===== src/rtl/uart_pkg.sv =====
`default_nettype none
// ============================================================================
//  Module   : uart_pkg
//  Purpose  : Shared definitions for the UART parity engine: parity mode
//             encodings and the engine state type.
//  Revision : 1.0 - initial release
// ============================================================================
package uart_pkg;

  // Parity mode encodings as presented on in_mode; unlisted codes mean none.
  localparam logic [2:0] PAR_NONE  = 3'b000;
  localparam logic [2:0] PAR_ODD   = 3'b001;
  localparam logic [2:0] PAR_EVEN  = 3'b010;
  localparam logic [2:0] PAR_MARK  = 3'b011;
  localparam logic [2:0] PAR_SPACE = 3'b100;

  typedef enum logic [1:0] {
    ST_IDLE   = 2'd0,
    ST_SHIFT  = 2'd1,
    ST_RESULT = 2'd2
  } state_t;

endpackage
`default_nettype wire


===== src/rtl/uart_err_counter.sv =====
`default_nettype none
// ============================================================================
//  Module   : uart_err_counter
//  Purpose  : Saturating event counter. Clear wins over increment in the
//             same cycle; the count sticks at all-ones.
//  Ports    : clk, rst      - clock, synchronous active-high reset
//             inc           - count one event this cycle
//             clr           - synchronous clear
//             count         - current count
//  Revision : 1.0 - initial release
// ============================================================================
module uart_err_counter #(
  parameter int ERR_CNT_W = 8
) (
  input  logic                 clk,
  input  logic                 rst,
  input  logic                 inc,
  input  logic                 clr,
  output logic [ERR_CNT_W-1:0] count
);

  always_ff @(posedge clk) begin
    if (rst || clr) begin
      count <= '0;
    end else if (inc && (count != {ERR_CNT_W{1'b1}})) begin
      count <= count + 1'b1;
    end
  end

endmodule
`default_nettype wire


===== src/rtl/uart_parity_engine.sv =====
`default_nettype none
// ============================================================================
//  Module   : uart_parity_engine
//  Purpose  : Serial parity generator/checker. Folds one data bit per clock,
//             LSB first, then presents the parity bit for the selected mode
//             and, in check mode, a mismatch flag plus a saturating count.
//  Ports    : clk, rst                      - clock, sync active-high reset
//             in_valid/in_ready             - request handshake
//             in_data, in_len, in_mode      - word, bit count, parity mode
//             in_chk, in_rx_par             - check enable, received parity
//             out_valid/out_ready           - result handshake
//             out_parity, out_none, out_err - registered result
//             err_count, clr_count          - mismatch counter and its clear
//  Revision : 1.0 - initial release
// ============================================================================
module uart_parity_engine
  import uart_pkg::*;
#(
  parameter int DATA_W    = 8,
  parameter int LEN_W     = 4,
  parameter int ERR_CNT_W = 8
) (
  input  logic                 clk,
  input  logic                 rst,
  input  logic                 in_valid,
  output logic                 in_ready,
  input  logic [DATA_W-1:0]    in_data,
  input  logic [LEN_W-1:0]     in_len,
  input  logic [2:0]           in_mode,
  input  logic                 in_chk,
  input  logic                 in_rx_par,
  output logic                 out_valid,
  input  logic                 out_ready,
  output logic                 out_parity,
  output logic                 out_none,
  output logic                 out_err,
  output logic [ERR_CNT_W-1:0] err_count,
  input  logic                 clr_count
);

  localparam logic [LEN_W-1:0] MAX_LEN = LEN_W'(DATA_W);

  state_t            state;
  logic [DATA_W-1:0] shreg;
  logic [LEN_W-1:0]  len_r;
  logic [LEN_W-1:0]  cnt;
  logic [2:0]        mode_r;
  logic              chk_r;
  logic              rx_par_r;
  logic              acc;

  logic [LEN_W-1:0]  len_res;
  logic              par_calc;
  logic              none_calc;

  // Zero or over-long lengths fall back to the full word.
  always_comb begin
    len_res = in_len;
    if ((in_len == '0) || (in_len > MAX_LEN)) begin
      len_res = MAX_LEN;
    end
  end

  always_comb begin
    par_calc  = 1'b0;
    none_calc = 1'b0;
    case (mode_r)
      PAR_ODD:   par_calc = ~acc;
      PAR_EVEN:  par_calc = acc;
      PAR_MARK:  par_calc = 1'b1;
      PAR_SPACE: par_calc = 1'b0;
      default:   none_calc = 1'b1;
    endcase
  end

  assign in_ready = (state == ST_IDLE) && !rst;

  always_ff @(posedge clk) begin
    if (rst) begin
      state      <= ST_IDLE;
      shreg      <= '0;
      len_r      <= '0;
      cnt        <= '0;
      mode_r     <= PAR_NONE;
      chk_r      <= 1'b0;
      rx_par_r   <= 1'b0;
      acc        <= 1'b0;
      out_valid  <= 1'b0;
      out_parity <= 1'b0;
      out_none   <= 1'b0;
      out_err    <= 1'b0;
    end else begin
      case (state)
        ST_IDLE: begin
          if (in_valid) begin
            shreg    <= in_data;
            len_r    <= len_res;
            mode_r   <= in_mode;
            chk_r    <= in_chk;
            rx_par_r <= in_rx_par;
            acc      <= 1'b0;
            cnt      <= '0;
            state    <= ST_SHIFT;
          end
        end
        ST_SHIFT: begin
          // The word is shifted down so the next bit to fold is always bit 0.
          acc   <= acc ^ shreg[0];
          shreg <= shreg >> 1;
          cnt   <= cnt + 1'b1;
          if (cnt == len_r - 1'b1) begin
            state <= ST_RESULT;
          end
        end
        ST_RESULT: begin
          // First RESULT cycle registers the outputs; they then hold until
          // the consumer takes them.
          if (!out_valid) begin
            out_valid  <= 1'b1;
            out_parity <= par_calc;
            out_none   <= none_calc;
            out_err    <= chk_r && !none_calc && (rx_par_r != par_calc);
          end else if (out_ready) begin
            out_valid <= 1'b0;
            state     <= ST_IDLE;
          end
        end
        default: state <= ST_IDLE;
      endcase
    end
  end

  uart_err_counter #(
    .ERR_CNT_W (ERR_CNT_W)
  ) u_err_counter (
    .clk   (clk),
    .rst   (rst),
    .inc   (out_valid && out_ready && out_err),
    .clr   (clr_count),
    .count (err_count)
  );

endmodule
`default_nettype wire


===== config.mk =====
export PLATFORM = sky130hd
export DESIGN_NAME = uart_parity_engine
export DESIGN_NICKNAME = d
export VERILOG_FILES = /design/src/rtl/uart_pkg.sv /design/src/rtl/uart_err_counter.sv /design/src/rtl/uart_parity_engine.sv
export SDC_FILE = /design/constraint.sdc
export NUM_CORES = 1
export LEC_CHECK = 0
export ABC_AREA = 1
export CAP_MARGIN = 15
export CORE_UTILIZATION = 30
export CTS_CLUSTER_DIAMETER = 80
export DETAILED_ROUTE_END_ITERATION = 12
export MAX_ROUTING_LAYER = met4
export SYNTH_ARGS = -nofsm -noshare
export SYNTH_HDL_FRONTEND = slang
export SYNTH_SLANG_ARGS = --single-unit

===== constraint.sdc =====
create_clock -name clk -period 1.8 [get_ports clk]
set_input_delay 0.45 -clock clk [delete_from_list [all_inputs] [get_ports clk]]
set_output_delay 0.45 -clock clk [all_outputs]
set_load 0.02 [all_outputs]

==> metrics list, run 1 <==
* Time the worst path needs with I/O delays and setup: 1750 ps
- In the global route stage, overall resource usage came out at 0.136.
- The routed design has 3730 um of wire.
* Number of hold violations in the final report: 0
- Cells traversed along the worst timing path: clkdlybuf4s50_1 > nor2_1 > dlygate4sd2_1
- Headroom to the max-slew limit came out at 0.808.
* Hold Path Class: reg -> reg
- The count of final max-slew check failures came to 0.
* Post-synthesis sequential element count: 36
- In this run the clock root is driven by a clkbuf_8.
- Synthesis produced a netlist whose cell count is 251.
* Worst-margin pin slew: 287 ps
- STA puts the critical path data arrival time at 1300 ps.
* Site row count: 27
- Effective utilization at floorplan: 0.314
- Setup CP Type: in -> out
- TritonCTS built the clock tree.
- The initial antenna violation count came to 0.
- Count of max-cap constraint violations: 0
* Global-route wire length before repair: 6350 um
* Core region area: 5570 sq um
- Static timing analysis puts the maximum clock frequency at 0.572 GHz.
* Die W: 78.4 um
- Leak pwr: 0.939 nW
- At the end of the flow the core is filled with cells to 0.409.
- The count of buffers added on input and output ports is 34.
* Number of fillers in the final layout: 588
* Setup Skew: 9.06 ps
* Number of nets produced by synthesis: 276
* Post-synth EDFFs: 0
* Slowest cell on crit path: clkdlybuf4s50_1
* Final worst setup slack: 53.0 ps
- Setup violations remaining at the end of the flow were counted as 0.
- From synthesis to final layout, the design area changed by 30.4%.
- Area of combinational cells with multiple inputs: 881 sq um
- Average wire length per cell after detail routing: 10.2 um
* Required time worst endpoint: 1350 ps
- Placement-stage worst setup slack: -223 ps
- Synthesized area: 1750 sq um
* Proportion of layout cells with a drive suffix above 1: 0.0925
* Result of the run: completed
- Sequential standard cell area: 721 sq um
- Setup repair after global routing left no endpoint under its margin.
- Peak per-stage delay on the critical path: 420 ps
- Worst Path Max Fanout: 2
- Global routing finished with a remaining overflow of 0.
- Part of the cycle the worst path needs: 0.971
* Number of CTS-inserted buffers: 5
- Nature of the critical path endpoint: primary output
* # placed instances: 356
- A synthesized cell averages 6.97 sq um.
* Number of remaining DRC errors: 0
* Number of H-tree branching levels: 2
* Share of the yosys chip area belonging to registers: 0.412
- The Yosys step of the flow raised 0 warnings.
* Num Clock Sinks: 36
- Power spread over the standard cell area amounts to 804 nW/um^2.
- Final #Nets: 316
- Height of the die: 78.4 um
- Count of routing violations after the opening detailed-route iteration: 88
- The congestion estimate from routability-driven global placement came to 0.782.
- In the routed layout, each cell is associated on average with a via count of 4.52.
- Across the VDD grid, the largest voltage drop is 0.331 mV.
- Final-layout setup total negative slack: 0 ps
- Leaving out filler cells and counting taps, the final layout contains 364.
- Antenna diode count: 0
- The kind of cell with the highest combined delay along the critical path is buffers and inverters.
- After clock tree synthesis, the clock-pin slew on the worst setup and hold paths is 70 ps.
* Most frequently used flop master after synthesis: dfxtp_1
* Longest Clk Path Bufs: 2
- Kind of start point of the critical path: primary input
- The wire-length estimate of the detail-placed layout is 2720 um.
* Total number of vias: 1644
- Boundary Pins: 35
- The later pin in the worst-skew pair is clocked with a latency of 290 ps.
* Die Outline Area: 6140 sq um
- Pin count of the biggest net entering global routing: 21
* Fraction of registers with async set/reset: 0
- Setup repair bufs after CTS: 0
- Length of the first detailed-routing pass in iterations: 4
- The count of nets left with antenna violations once routing finished came out at 0.
- Total power: 1.83 mW
- Synth cell types: 25
* Buf+Inv Stages, Crit Path: 2
- Via count of the first global-routing pass: 1471
per-stage QoR:
step,hold WS (ps),cell area (sq um)
after detailed placement,450,2180
after CTS,460,2270
after floorplan,430,1750
after global placement,447,2180
final,457,2280
after global routing,487,2280
cells in the final DEF (no fill, tap or decap):
cell	instances
a211oi_2	1
nor3_1	1
inv_2	6
xnor2_1	2
dlygate4sd2_1	1
nor2_4	2
nand3_4	1
a211oi_1	2
dlymetal6s2s_1	4
clkbuf_1	1
ha_1	3
nor2_2	3
clkdlybuf4s50_1	29
nand2_4	1
a22oi_1	1
nand3_1	12
nand2_2	1
clkbuf_8	6
o21ai_0	13
a21oi_1	27
dfxtp_1	36
o21ai_1	1
a31oi_1	6
clkinvlp_4	1
buf_4	5
xor2_1	4
inv_1	23
nand2_1	80
nor2_1	19
synthesized netlist by cell type, types with 2 or more instances:
| cell | n | area, sq um |
|---|---|---|
| a31oi_1 | 6 | 37.5 |
| ha_1 | 3 | 37.5 |
| dfxtp_1 | 36 | 721 |
| a211oi_1 | 2 | 15.0 |
| a21oi_1 | 27 | 135 |
| o21ai_0 | 13 | 65.1 |
| nand2_1 | 80 | 300 |
| xor2_1 | 4 | 35.0 |
| nand3_1 | 12 | 60.1 |
| inv_1 | 23 | 86.3 |
| nor2_4 | 2 | 22.5 |
| buf_2 | 4 | 20.0 |
| xnor2_1 | 2 | 17.5 |
| inv_2 | 6 | 22.5 |
| nor2_2 | 3 | 18.8 |
| nor2_1 | 19 | 71.3 |
path summary, 6_finish.rpt:
| path | from | endpoint | slack (ps) | cells past startpoint |
|---|---|---|---|---|
| hold / removal | chk_r | chk_r | 460 | 2 |
| setup / recovery | rst | in_ready | 50 | 3 |
| hold reg to reg | chk_r | chk_r | 460 | 2 |
| setup reg to reg | u_err_counter.count[0] | u_err_counter.count[7] | 350 | 8 |
report_power, final:
group / internal, mW / leakage (nW) / switching (mW)
Sequential: 0.852 / 0.294 / 0.0361
Combinational: 0.148 / 0.601 / 0.199
Clock: 0.311 / 0.0445 / 0.286
worst reg2reg max path: stages, from the launching register on:
cell	delay [ps]
dfxtp_1	390
ha_1	250
nand3_1	140
nor2_4	140
nand2_2	80
nand2_4	110
inv_2	90
nand2_1	80
a21oi_1	60
sequential cells by signal, indices dropped and copies added (netlist names):
name	count
shreg	8
u_err_counter.count	8
cnt	4
len_r	4
mode_r	3
state	2
acc	1
chk_r	1
out_err	1
out_none	1
out_parity	1
out_valid	1
rx_par_r	1
cell families (layout without fill, tap and decap cells):
group,count (synthesis),count (layout),synth area share
AND/OR/NAND/NOR,120,120,0.293
XOR/XNOR,6,6,0.0300
adder cells (fa/ha/maj),3,3,0.0215
buffers and inverters,35,76,0.0844
flip-flops,36,36,0.412
AO/OA/AOI/OAI,51,51,0.159
cell type report:
| cell class | count | share of cell area |
|---|---|---|
| flip-flops and latches | 36 | 0.316 |
| inverters | 29 | 0.0477 |
| multi-input cells | 180 | 0.386 |
| clock buffers | 7 | 0.0378 |
| clock inverters | 1 | 0.00329 |
| repair buffers | 39 | 0.170 |
| well taps | 72 | 0.0395 |
timing repair:
action                                  in CTS  in global routing
hold buffers                                 0                  0
gates resized for setup                      1                  4
endpoints found under the setup margin       1                  4
metal layers:
layer  vias to the layer above  GRT usage  share of wire
li1                        879          -              -
met2                        39      0.223           0.46
met1                       719      0.159           0.48
met3                         7     0.0384          0.052
met5                         -          -              0
met4                         0     0.0500          0.012
Power figures use the tool's default switching activity.
==> inputs of run 2 (changes only) <==
Settings changed: CORE_UTILIZATION 30 to 51, PLACE_DENSITY set to 0.79, SYNTH_HIERARCHICAL set to 1.
==> metrics list, run 2 <==
- The run finished with clean final reports.
- The share of flip-flops with an asynchronous set or reset after synthesis is 0 (unchanged).
- Die Outline Area: 3710 sq um (-40%)
- Via count of the first global-routing pass: 1388 (-5.6%)
* Share of the yosys chip area belonging to registers: 0.407 (-0.00524)
* Count of routing violations after the opening detailed-route iteration: 71 (-19%)
* Time the worst path needs with I/O delays and setup: 1650 ps (-100 ps)
- The routability congestion estimate from global placement came to 0.763 (-2.4%).
* Max Clk Rate: 0.607 GHz (+6.1%)
* Final-layout setup total negative slack: 0 ps (unchanged)
* Via count normalized by instance count: 4.92 (+9.0%)
- The endpoint arrival time on the critical path came to 1200 ps (-100 ps).
* Number of nets produced by synthesis: 272 (-1.4%)
* Post-route worst hold slack: 457 ps (+0.602 ps)
- The setup clock skew after layout was 3.71 ps (-5.35 ps).
- Port buffer count: 34 (unchanged)
- The smallest setup slack after layout was 153 ps (+100 ps).
- The initial cell density of the core was 0.531 (+0.217).
- The pin slew with the least headroom to its limit was 344 ps (+56.7 ps).
- Top post-synthesis cells by count: nand2_1, dfxtp_1, nor2_1
* Global-route wire length before repair: 5640 um (-11%)
- The number of synthesis warnings is 6 (+6).
* Nature of the critical path endpoint: primary output
- The boundary pin count is 35 (unchanged).
- The cell area power density came to 774 nW/um^2 (-3.7%).
- Final standard cell count with taps included and fillers excluded: 332 (-8.8%)
- Gate count of the mapped netlist: 247 (-1.6%)
- TritonCTS built the clock tree.
- Traced cell by cell, the critical path runs through clkdlybuf4s50_1 > nor2_1 > buf_2.
- The initial antenna violation count was 0 (unchanged).
* Max-slew violations: 0 (unchanged)
* Count of max-cap constraint violations: 0 (unchanged)
- The maximum ir drop on the vdd rail was 0.507 mV (+53%).
- Length of the first detailed-routing pass in iterations: 4 (unchanged)
- The leakage dissipation was 1.04 nW (+11%).
- Yosys attributes the largest share of cell area to dfxtp_1, nand2_1, a21oi_1.
- The post-route DRC violation count is 0 (unchanged).
- RSZ-0062 raised after global routing: false
- The clock network latency to the later pin of the worst-skew pair was 330 ps (+40 ps).
- The estimated wirelength of the detail-placed design is 2560 um (-5.8%).
- Setup CP Type: in -> out
- The final period utilization is 0.915 (-0.0556).
- Die W: 60.9 um (-22%)
- Number of failing setup endpoints in the final timing report: 0 (unchanged)
* Most frequently used flop master after synthesis: dfxtp_1
* Height of the die: 60.9 um (-22%)
* Kind of start point of the critical path: primary input
- The proportion of netlist area held by the largest area contributor is 0.407 (-0.00524).
- The count of hold-fix buffers inserted at cts was 0 (unchanged).
- The library cell used most frequently in the layout, excluding fill and tap cells, is nand2_1.
* Clock slew at the register clock pins of the worst setup and hold paths: 100 ps (+30 ps)
- # placed instances: 324 (-9.0%)
- Number of CTS-inserted buffers: 5 (unchanged)
* Buf+Inv Stages, Crit Path: 2 (unchanged)
- Proportion of layout cells with a drive suffix above 1: 0.115 (+0.0229)
- The slowest stage of the critical path belongs to the cell clkdlybuf4s50_1.
* Core region area: 3340 sq um (-40%)
- Biggest area consumer among synthesized cells: dfxtp_1
* Average wire length per cell after detail routing: 10.3 um (+0.90%)
- Num Clock Sinks: 36 (unchanged)
- The headroom to the max-slew limit was 0.770 (-0.0378).
* Pin count of the biggest net entering global routing: 26 (+24%)
- Placement-stage worst setup slack: -314 ps (-90.9 ps)
- The maximum level of the CTS H-tree is 2 (unchanged).
- The post-synthesis cell area came to 1770 sq um (+1.3%).
- Largest delay contributor family on the critical path: buffers and inverters
- Post-synth EDFFs: 0 (unchanged)
- The final-report hold violation count was 0 (unchanged).
* Signed area change from the synthesized netlist to the final layout: 26.0%
* Global route total overflow: 0 (unchanged)
- The path class of the tightest hold or removal check is reg -> reg.
- The row count came to 21 (-22%).
* Most common cell in the synthesized netlist: nand2_1
* Longest Clk Path Bufs: 2 (unchanged)
- The number of distinct library cells after synthesis came to 30 (+20%).
- Top library cells by usage in the layout, fill and taps aside: nand2_1, dfxtp_1, nor2_1
* Total GRT Usage: 0.215 (+0.0788)
- The post-synthesis sequential element count came to 36 (unchanged).
* Avg Synthesized Cell Area: 7.17 sq um (+2.9%)
* Final #Nets: 310 (-1.9%)
* Total length of routed wires: 3430 um (-8.0%)
* Remaining antenna violation count: 0 (unchanged)
- The required time at the worst-slack endpoint is 1350 ps (about the same).
- The peak per-stage delay on the critical path was 460 ps (+40 ps).
- The maximum net fanout on the critical path was 2 (unchanged).
- Antenna diode count: 0 (unchanged)
- Clock Root Buffer: clkbuf_4
- Biggest regs: shreg: 8 flops, u_err_counter/count: 8 flops
- Total number of vias: 1634 (-0.61%)
## run 2: changes by cell type in the layout (fill, tap and decap cells not counted), moves of 5 or more
cell,before,now
nand2_1,80,63
o21ai_0,13,3
clkbuf_8,6,1
o21ai_1,1,6
clkbuf_4,0,5
nor2_1,19,28
clkdlybuf4s50_1,29,21
## run 2: where the power goes
group          internal (mW)  total (mW)  switching [mW]
clock network          0.193       0.445           0.253
registers              0.859       0.900          0.0411
logic                  0.166       0.382           0.216
## run 2: final cells by class
| cell class | instances | area (sq um) |
|---|---|---|
| tap | 46 | 57.6 |
| fill | 304 | 1100 |
| sequential | 36 | 721 |
| clock buffer | 8 | 58.8 |
| timing repair buffer | 37 | 382 |
| inverter | 35 | 134 |
| multi-input combinational | 170 | 880 |
## run 2: final timing paths
| kind | end | slack [ps] | start | depth (start not counted) |
|---|---|---|---|---|
| hold / removal | shreg[6] | 460 | shreg[6] | 2 |
| hold reg to reg | shreg[6] | 460 | shreg[6] | 2 |
| setup reg to reg | state[1] | 390 | len_r[0] | 11 |
| setup / recovery | in_ready | 150 | rst | 3 |
## run 2: layer usage
metal  vias up  track usage  wire length, um
met5         -            -                0
met2        27        0.350             1620
met3         8       0.0448              106
met1       721        0.258             1650
li1        878            -                -
met4         0       0.0877               55
## run 2: repair_timing
action / 4_1_cts / 5_1_grt
endpoints found under the setup margin: 6 / 8
gates resized for setup: 8 / 8
buffers inserted: 0 / 0
## run 2: logic make-up (layout without fill, tap and decap cells)
| group | count (synthesis) | after routing | synth area share |
|---|---|---|---|
| and+or+nand+nor | 115 | 115 | 0.294 |
| AOI/OAI and AO/OA | 50 | 50 | 0.171 |
| buffers and inverters | 41 | 80 | 0.0967 |
| DFF | 36 | 36 | 0.407 |
| adders and majority gates | 3 | 3 | 0.0212 |
| xor gates and xnor gates | 2 | 2 | 0.00989 |
## run 2: stage by stage
step                      total power [mW]  utilization  instance area, sq um
after CTS                             1.74        0.666                  2220
after global placement                1.30        0.649                  2170
after floorplan                       1.18            -                  1770
after global routing                  1.84        0.669                  2230
final                                 1.73        0.669                  2230
after detailed placement              1.31        0.649                  2170
## run 2: worst min-delay path, stage by stage, from the launching register on
cell	delay, ps
dfxtp_1	330
inv_1	50
a21oi_1	50
==> inputs of run 3 (changes only) <==
Settings changed: ABC_CLOCK_PERIOD_IN_PS set to 1800, CTS_CLUSTER_SIZE set to 8.
==> results of run 3 <==
No change in the layout: final DEF, timing and power equal those of run 2.
